### src/rtl/puf_soc_uart_rx.sv
// UART 8N1 receiver that assembles a PUF challenge (mux selects) from N_BYTES serial bytes,
// LSB byte first, and presents it via the ready/valid/done handshake.
module puf_soc_uart_rx #(
  parameter int unsigned MUX_LENGTH   = 16,
  parameter int unsigned CLKS_PER_BIT = 868,
  localparam int unsigned DATA_W      = 2 * $clog2(MUX_LENGTH)
) (
  input  logic              clk,
  input  logic              rst,
  input  logic              i_rx_en,
  input  logic              i_rx_serial,
  output logic              o_rx_ready,
  output logic              o_rx_valid,
  output logic              o_rx_done,
  output logic [DATA_W-1:0] o_rx_data,
  output logic              o_frame_err
);

  localparam int unsigned N_BYTES = (DATA_W + 7) / 8;
  localparam int unsigned CNT_W   = $clog2(CLKS_PER_BIT);
  localparam int unsigned BIDX_W  = (N_BYTES > 1) ? $clog2(N_BYTES) : 1;

  localparam logic [CNT_W-1:0]  CntLast  = CNT_W'(CLKS_PER_BIT - 1);
  localparam logic [CNT_W-1:0]  CntHalf  = CNT_W'(CLKS_PER_BIT / 2 - 1);
  localparam logic [BIDX_W-1:0] ByteLast = BIDX_W'(N_BYTES - 1);

  localparam logic [2:0] StIdle  = 3'd0;
  localparam logic [2:0] StStart = 3'd1;
  localparam logic [2:0] StData  = 3'd2;
  localparam logic [2:0] StStop  = 3'd3;
  localparam logic [2:0] StDone  = 3'd4;

  logic              r_sync1, r_sync2;
  logic [2:0]        r_state;
  logic [CNT_W-1:0]  r_cnt;
  logic [2:0]        r_bit_idx;
  logic [BIDX_W-1:0] r_byte_idx;
  logic [7:0]        r_shift;
  logic [DATA_W-1:0] r_buf;
  logic [DATA_W-1:0] r_rx_data;
  logic              r_rx_valid, r_rx_done, r_frame_err;

  logic              w_rxs;
  logic [2:0]        w_state_d;
  logic [CNT_W-1:0]  w_cnt_d;
  logic [2:0]        w_bit_d;
  logic [BIDX_W-1:0] w_byte_d;
  logic [7:0]        w_shift_d;
  logic              w_valid_d, w_done_d, w_ferr_d, w_store, w_load;

  assign w_rxs = r_sync2;

  always_comb begin
    w_state_d = r_state;
    w_cnt_d   = r_cnt;
    w_bit_d   = r_bit_idx;
    w_byte_d  = r_byte_idx;
    w_shift_d = r_shift;
    w_valid_d = r_rx_valid;
    w_done_d  = 1'b0;
    w_ferr_d  = 1'b0;
    w_store   = 1'b0;
    w_load    = 1'b0;
    unique case (r_state)
      StIdle: begin
        w_cnt_d = '0;
        if (i_rx_en && !w_rxs) w_state_d = StStart;
      end
      StStart: begin
        if (r_cnt == CntHalf) begin
          w_cnt_d = '0;
          if (!w_rxs) begin
            w_state_d = StData;
            w_bit_d   = '0;
            if (r_byte_idx == '0) w_valid_d = 1'b1;
          end else begin
            w_state_d = StIdle;
          end
        end else begin
          w_cnt_d = r_cnt + CNT_W'(1);
        end
      end
      StData: begin
        if (r_cnt == CntLast) begin
          w_cnt_d   = '0;
          w_shift_d = {w_rxs, r_shift[7:1]};
          if (r_bit_idx == 3'd7) w_state_d = StStop;
          else                   w_bit_d   = r_bit_idx + 3'd1;
        end else begin
          w_cnt_d = r_cnt + CNT_W'(1);
        end
      end
      StStop: begin
        if (r_cnt == CntLast) begin
          w_cnt_d = '0;
          if (!w_rxs) begin
            w_ferr_d  = 1'b1;
            w_valid_d = 1'b0;
            w_byte_d  = '0;
            w_state_d = StIdle;
          end else begin
            w_store = 1'b1;
            if (r_byte_idx == ByteLast) begin
              w_state_d = StDone;
            end else begin
              w_byte_d  = r_byte_idx + BIDX_W'(1);
              w_state_d = StIdle;
            end
          end
        end else begin
          w_cnt_d = r_cnt + CNT_W'(1);
        end
      end
      StDone: begin
        w_load    = 1'b1;
        w_done_d  = 1'b1;
        w_valid_d = 1'b0;
        w_byte_d  = '0;
        w_state_d = StIdle;
      end
      default: w_state_d = StIdle;
    endcase
  end

  always_ff @(posedge clk) begin
    if (rst) begin
      r_sync1     <= 1'b1;
      r_sync2     <= 1'b1;
      r_state     <= StIdle;
      r_cnt       <= '0;
      r_bit_idx   <= '0;
      r_byte_idx  <= '0;
      r_shift     <= '0;
      r_buf       <= '0;
      r_rx_data   <= '0;
      r_rx_valid  <= 1'b0;
      r_rx_done   <= 1'b0;
      r_frame_err <= 1'b0;
    end else begin
      r_sync1     <= i_rx_serial;
      r_sync2     <= r_sync1;
      r_state     <= w_state_d;
      r_cnt       <= w_cnt_d;
      r_bit_idx   <= w_bit_d;
      r_byte_idx  <= w_byte_d;
      r_shift     <= w_shift_d;
      r_rx_valid  <= w_valid_d;
      r_rx_done   <= w_done_d;
      r_frame_err <= w_ferr_d;
      // Bits of the last byte beyond DATA_W are simply never stored.
      if (w_store) begin
        for (int i = 0; i < DATA_W; i++) begin
          if (r_byte_idx == BIDX_W'(i / 8)) r_buf[i] <= r_shift[i % 8];
        end
      end
      if (w_load) r_rx_data <= r_buf;
    end
  end

  assign o_rx_ready  = (r_state == StIdle) && i_rx_en && (r_byte_idx == '0);
  assign o_rx_valid  = r_rx_valid;
  assign o_rx_done   = r_rx_done;
  assign o_rx_data   = r_rx_data;
  assign o_frame_err = r_frame_err;

endmodule

### config.mk
export PLATFORM = sky130hd
export DESIGN_NAME = puf_soc_uart_rx
export DESIGN_NICKNAME = d
export VERILOG_FILES = /design/src/rtl/puf_soc_uart_rx.sv
export SDC_FILE = /design/constraint.sdc
export NUM_CORES = 1
export LEC_CHECK = 0
export BUFFER_PORTS_ARGS = -buffer_cell sky130_fd_sc_hd__clkbuf_2
export CAP_MARGIN = 30
export CORE_ASPECT_RATIO = 1.25
export CORE_MARGIN = 2
export CORE_UTILIZATION = 60
export CTS_BUF_LIST = sky130_fd_sc_hd__clkbuf_8 sky130_fd_sc_hd__clkbuf_16
export DETAILED_ROUTE_END_ITERATION = 7
export PLACE_DENSITY_LB_ADDON = 0.25
export REMOVE_ABC_BUFFERS = 1
export SLEW_MARGIN = 40
export SYNTH_ARGS = -nofsm -noshare
export SYNTH_HDL_FRONTEND = slang
export SYNTH_SLANG_ARGS = --single-unit
### constraint.sdc
create_clock -name clk -period 5.3 [get_ports clk]
set_input_delay 0.53 -clock clk [delete_from_list [all_inputs] [get_ports clk]]
set_output_delay 0.53 -clock clk [all_outputs]
set_load 0.01 [all_outputs]
==> results of run 1 <==
[state kept, by name (all words and copies together) (netlist names)]
signal,cells
r_state,3
o_rx_done,1
r_sync1,1
r_buf,8
o_rx_valid,1
o_frame_err,1
r_shift,8
r_cnt,10
o_rx_data,8
r_bit_idx,3
r_sync2,1
[cell families (layout without fill, tap and decap cells)]
| family | Yosys count | after routing |
|---|---|---|
| buffers and inverters | 21 | 27 |
| flip-flops | 45 | 45 |
| multiplexers | 17 | 17 |
| adder cells (fa/ha/maj) | 4 | 4 |
| AO/OA/AOI/OAI | 47 | 47 |
| AND/OR/NAND/NOR | 104 | 104 |
[placed cells by master, fill, tap and decap left out, types with 2 or more instances in the layout]
cell type	synthesis	layout
nand2_1	31	31
ha_1	4	4
or4_1	3	3
o22ai_1	8	8
inv_1	4	5
nor3_1	6	6
nand3_1	4	4
mux2i_1	17	17
clkbuf_2	0	14
o31a_1	3	3
nor4_1	5	5
clkbuf_8	0	5
o31ai_1	3	3
dfxtp_1	45	45
nor2_1	24	24
o21a_1	2	2
or4b_1	2	2
and4b_1	2	2
or2_2	3	3
nor2b_1	3	3
and2_1	4	4
clkinvlp_4	0	2
a21oi_1	19	19
nand4_1	5	5
nand2b_1	2	2
nor3b_1	2	2
[per-stage QoR]
| stage | instance area [um2] | worst slack [ns] | power (mW) | std cells |
|---|---|---|---|---|
| final | 2218 | 3.141 | 0.6159 | 281 |
| after global routing | 2218 | 3.011 | 0.6441 | 281 |
| after CTS | 2212 | 3.048 | 0.6209 | 281 |
| after detailed placement | 2125 | 3.069 | 0.4149 | 273 |
| after global placement | 2125 | 3.176 | 0.4140 | 273 |
| after floorplan | 2003 | 3.430 | 0.3965 | 221 |
[where the power goes]
group,internal [mW],switching [mW],total [mW]
Sequential,0.343,0.0107,0.354
Combinational,0.0209,0.0333,0.0542
Clock,0.0910,0.117,0.208
[layer usage]
| layer | up-vias | share of wire, % | GRT usage [%] |
|---|---|---|---|
| met1 | 778 | 44 | 27.06 |
| met2 | 35 | 50 | 38.89 |
| met3 | 6 | 4.0 | 5.000 |
| li1 | 863 | - | - |
| met4 | 0 | 1.4 | 10.85 |
| met5 | - | 0 | 0 |
[layout make-up]
type                            count  area [um2]
Clock buffer                        5       68.82
Sequential cell                    45       900.9
Tap cell                           37       46.29
Multi-Input combinational cell    172        1094
Inverter                            4       15.01
Timing Repair Buffer               15       75.07
Fill cell                         266        1033
Clock inverter                      3       18.77
[path summary, 6_finish.rpt]
kind                            to                  start  cells after the start  slack (ns)
max          r_buf[5]$_SDFFE_PP0P_  r_cnt[0]$_SDFFE_PP0P_                      5        3.14
min             r_sync1$_SDFF_PP1_            i_rx_serial                      2        0.41
min reg2reg     r_sync2$_SDFF_PP1_     r_sync1$_SDFF_PP1_                      1        0.41
max reg2reg  r_buf[5]$_SDFFE_PP0P_  r_cnt[0]$_SDFFE_PP0P_                      5        3.14
==> results.md, run 1 <==
* Cell taking the most area after synthesis: dfxtp_1
* Vias at 1682
* Sinks on Clock Net at 45
* Cell Pwr Density at 277.7 nW/um2
* Status: finished, final reports clean
* P_leak at ~0.9 nW
* Fin. Hold Viols at 0
* Asr flop ratio synth at 0%
* Vias/cell at around 6.0
* GRT overflow at 0
* Slowest CP cell: nand4_1
* Cells after Synth at approximately 240
* Tmin final at ~2.2 ns
* # resized after CTS at 0
* Initial core utilization at approximately 64%
* Slew headroom at 50.73%
* Die Y at 69.88 um
* Adder-cell share of the synthesized area at 2.402%
* CP max stage delay at ~0.54 ns
* RSZ-0062 raised after global routing: no
* Number of enable flip-flop cells after synthesis at 0
* Clock Pin Slew Worst Setup and Hold Paths at around 0.09 ns
* Bufs and invs on worst path at 0
* Largest cells by area after synthesis: dfxtp_1 (43%), mux2i_1 (8.2%), nand2_1 (5.6%)
* Hold_buf cts at 0
* H-tree levels at 2
* Synth top area share at a little over two fifths
* Tcrit/Tclk final at between 40 and 50%
* CP startpoint kind: register
* Critical path peak fanout at 8
* XOR/XNOR Fraction of Synth Area at 0%
* Initial antenna violation count at 0
* DIE AREA at around 4000 um2
* Die X at 56.71 um
* Detailed placement HPWL at between 2000 and 3000 um
* TritonCTS clock tree: yes
* Post-synthesis cell type count at between 40 and 50
* Post-DR wirelength/cell at 14.50 um
* # rows at 23
* Clock skew at 0.007163 ns
* Area delta synth->final at 6.487%
* GPL Wtd Cong at approximately 0.83
* Largest family of logic cells by synthesized area: simple AND/OR/NAND/NOR gates
* Hold_ws at approximately 0.41 ns
* Worst vdd ir at about 0.23 mV
* Max-capacitance violation count at 0
* Top-count cell post-synth: dfxtp_1
* Antenna Nets Post-Route at 0
* First-pass GRT wire length at around 7300 um
* Root Buffer: clkbuf_8
* Setup Buffers After CTS at 0
* Netlist Area Pre-Place at around 2100 um2
* Ant diodes at 0
* Multiplexer share of the synthesized area at under 10%
* Main synth FF type: dfxtp_1
* Drt drc at 0
* WS Path Type: reg -> reg
* Core region area at 3252 um2
* Post-Synth Simple-Gate Area at a little over a quarter
* Synthesis-stage register bit count at between 40 and 50
* Largest net degree at the start of global routing at 45
* Endpoint kind of the worst setup timing path: register
* Worst-Margin Slew at between 0.7 and 0.8 ns
* PortBufs at 15
* Post-Route WL at slightly above 4000 um
* Vias in the first global route at between 1.5k and 2k
* DRT iter0 DRCs at 74
* Clock Latency Late Sink at ~0.30 ns
* Final Util at approximately two thirds
* Crit path cell chain: ha_1, and4b_1, nand4_1, mux2i_1, nor2_1
* Worst EP arrival at ~2.3 ns
* Mapped Avg Cell Area at roughly 8.8 um2
* IO Count at 16
* Synth warn at 0
* Synth top cells by count: dfxtp_1 (45), nand2_1 (31), nor2_1 (24)
* Total CTS buffers at 5
* Total Routing Usage GR at a little under a quarter
* Layout cells sized above 1 at about an eighth
* DRT Pass-1 Iters at 4
* Seq/Total Area, Yosys at a little over two fifths
* Maximum clock frequency at 0.4631 GHz
* Final setup fails at 0
* Final net count at between 200 and 300
* WP data required at 5.46 ns
* Cell family with most CP delay: simple AND/OR/NAND/NOR gates
* CTS max path bufs at 2
* Max Transition Viols Final at 0
* Setup TNS at 0 ns
* Compound-Gate Fraction of Synth Area at 14.53%
* Worst hold path type: in -> reg
Power figures use the tool's default switching activity.
==> run 2: changes to the inputs <==
- CORE_UTILIZATION: 60 -> 59
- clock period: 5.3 -> 2 ns (I/O delays scaled with it)
==> results.md, run 2 (same netlist as run 1, synthesis figures left out) <==
* Status: finished, final reports clean
* P_leak at 0.9853 nW (+10%)
* RSZ-0062 raised after global routing: no
* Core region area at 3423 um2 (+5.3%)
* Endpoint kind of the worst setup timing path: register
* Largest Register: r_cnt
* WP data required at 2.24 ns (-3.22 ns)
* IO Count at 16 (unchanged)
* Total Power at 1.735 mW (+180%)
* Layout cells sized above 1 at 18.85% (+6.6 points)
* # resized after CTS at 0 (unchanged)
* Hold_buf cts at 0 (unchanged)
* Vias at 1785 (+6.1%)
* CP startpoint kind: register
* Tmin final at 1.841 ns (-0.3185 ns)
* DRT iter0 DRCs at 71 (-4.1%)
* Register area at 903.4 um2 (+0.28%)
* Worst hold path type: in -> reg
* Post-DR wirelength/cell at 14.88 um (+2.6%)
* Multi-input logic area at 1089 um2 (-0.46%)
* Critical path peak fanout at 7 (-1)
* Worst EP arrival at 2.08 ns (-0.24 ns)
* Fin. Hold Viols at 0 (unchanged)
* # rows at 24 (+4.3%)
* Maximum clock frequency at 0.5432 GHz (+17%)
* PnR worst setup slack at 0.1592 ns (-2.981 ns)
* Largest net degree at the start of global routing at 26 (-42%)
* Initial core utilization at 60.86% (-3.2 points)
* Total CTS buffers at 5 (unchanged)
* Ant diodes at 0 (unchanged)
* GRT overflow at 0 (unchanged)
* Max-capacitance violation count at 0 (unchanged)
* Vias in the first global route at 1719 (+2.3%)
* Post-Route WL at 4449 um (+9.2%)
* Cell Pwr Density at 738.9 nW/um2 (+170%)
* DRT Pass-1 Iters at 4 (unchanged)
* Total Routing Usage GR at 24.32% (+1.4 points)
* H-tree levels at 2 (unchanged)
* Final setup fails at 0 (unchanged)
* Sinks on Clock Net at 45 (unchanged)
* Vias/cell at 5.970 (-0.27%)
* Placed insts at 291 (+6.6%)
* Slew headroom at 64.76% (+14 points)
* Clock Pin Slew Worst Setup and Hold Paths at 0.09 ns (about the same)
* Hold_ws at 0.07307 ns (-0.3398 ns)
* Detailed placement HPWL at 3081 um (+12%)
* Worst vdd ir at 0.5979 mV (+160%)
* Antenna Nets Post-Route at 0 (unchanged)
* Worst-Margin Slew at 0.5286 ns (-0.2105 ns)
* WS Path Type: reg -> reg
* Most common cell after layout, fill and taps aside: dfxtp_1
* Max reg flops at 10 (unchanged)
* Fin area at 2349 um2 (+5.9%)
* DIE AREA at 4025 um2 (+1.6%)
* Fin cells at 299 (+6.4%)
* Setup Buffers After CTS at 0 (unchanged)
* Initial antenna violation count at 0 (unchanged)
* Max Transition Viols Final at 0 (unchanged)
* CTS max path bufs at 2 (unchanged)
* Final Util at 68.60% (+0.39 points)
* Clock skew at 0.007634 ns (+0.0004705 ns)
* Placed Area at 2247 um2 (+5.8%)
* GPL Wtd Cong at 0.8758 (+5.5%)
* Final-layout fill cell count at 293 (+10%)
* First-pass GRT wire length at 7707 um (+5.2%)
* Clock Latency Late Sink at 0.31 ns (about the same)
* TritonCTS clock tree: yes
* Drt drc at 0 (unchanged)
* PortBufs at 15 (unchanged)
* Area delta synth->final at 12.73%
* Worst slack at placement at 0.09355 ns (-2.976 ns)
* Final net count at 267 (+6.4%)
* Die X at 57.15 um (+0.78%)
* Root Buffer: clkbuf_8
* Most frequent cells in the layout: dfxtp_1 (43), nand2_1 (31), nor2_1 (24), a21oi_1 (19), mux2i_1 (17)
* Die Y at 70.44 um (+0.79%)
* Tcrit/Tclk final at 92.04% (+51 points)
* Setup TNS at 0 ns (unchanged)
[run 2: cell types whose count changed in the layout (fill, tap and decap cells not counted)]
cell / before / now
buf_4: 0 / 16
clkinvlp_4: 2 / 0
dfxtp_1: 45 / 43
dfxtp_2: 0 / 2
inv_6: 0 / 2
a31oi_1: 1 / 2
a31oi_2: 1 / 0
and4b_1: 2 / 1
and4b_2: 0 / 1
buf_2: 1 / 0
clkbuf_2: 14 / 15
inv_1: 5 / 4
inv_8: 0 / 1
[run 2: where the power goes]
group	leakage (nW)	internal (mW)	switching (mW)
registers	0.364	0.912	0.0221
clock network	0.0511	0.264	0.349
logic	0.570	0.0839	0.105
total	0.985	1.26	0.476
[run 2: worst paths after layout]
| check | startpoint | end | slack [ns] | depth (start not counted) |
|---|---|---|---|---|
| min reg2reg | r_sync1$_SDFF_PP1_ | r_sync2$_SDFF_PP1_ | 0.43 | 1 |
| min | i_rx_serial | r_sync1$_SDFF_PP1_ | 0.07 | 2 |
| max | r_cnt[0]$_SDFFE_PP0P_ | r_bit_idx[2]$_SDFFE_PP0P_ | 0.16 | 5 |
| max reg2reg | r_cnt[0]$_SDFFE_PP0P_ | r_bit_idx[2]$_SDFFE_PP0P_ | 0.16 | 5 |
[run 2: cell type report]
| type | count | area share, % |
|---|---|---|
| clock buffer | 5 | 2.930 |
| clock inverter | 3 | 1.225 |
| inverter | 4 | 0.6393 |
| multi-input combinational | 172 | 46.35 |
| sequential | 45 | 38.47 |
| tap | 39 | 2.078 |
| timing repair buffer | 31 | 8.311 |
[run 2: layer usage]
layer | track usage (%) | wire, um
met5 | 0 | 0
met4 | 10.59 | 104
met3 | 5.000 | 141
met2 | 41.38 | 2292
met1 | 29.09 | 1909
[run 2: worst max-delay path, cell delays in order (launching register included)]
cell     delay (ns)
dfxtp_2        0.39
ha_1           0.23
and4b_2        0.34
a31oi_1        0.16
or4_1          0.51
a21oi_1        0.15
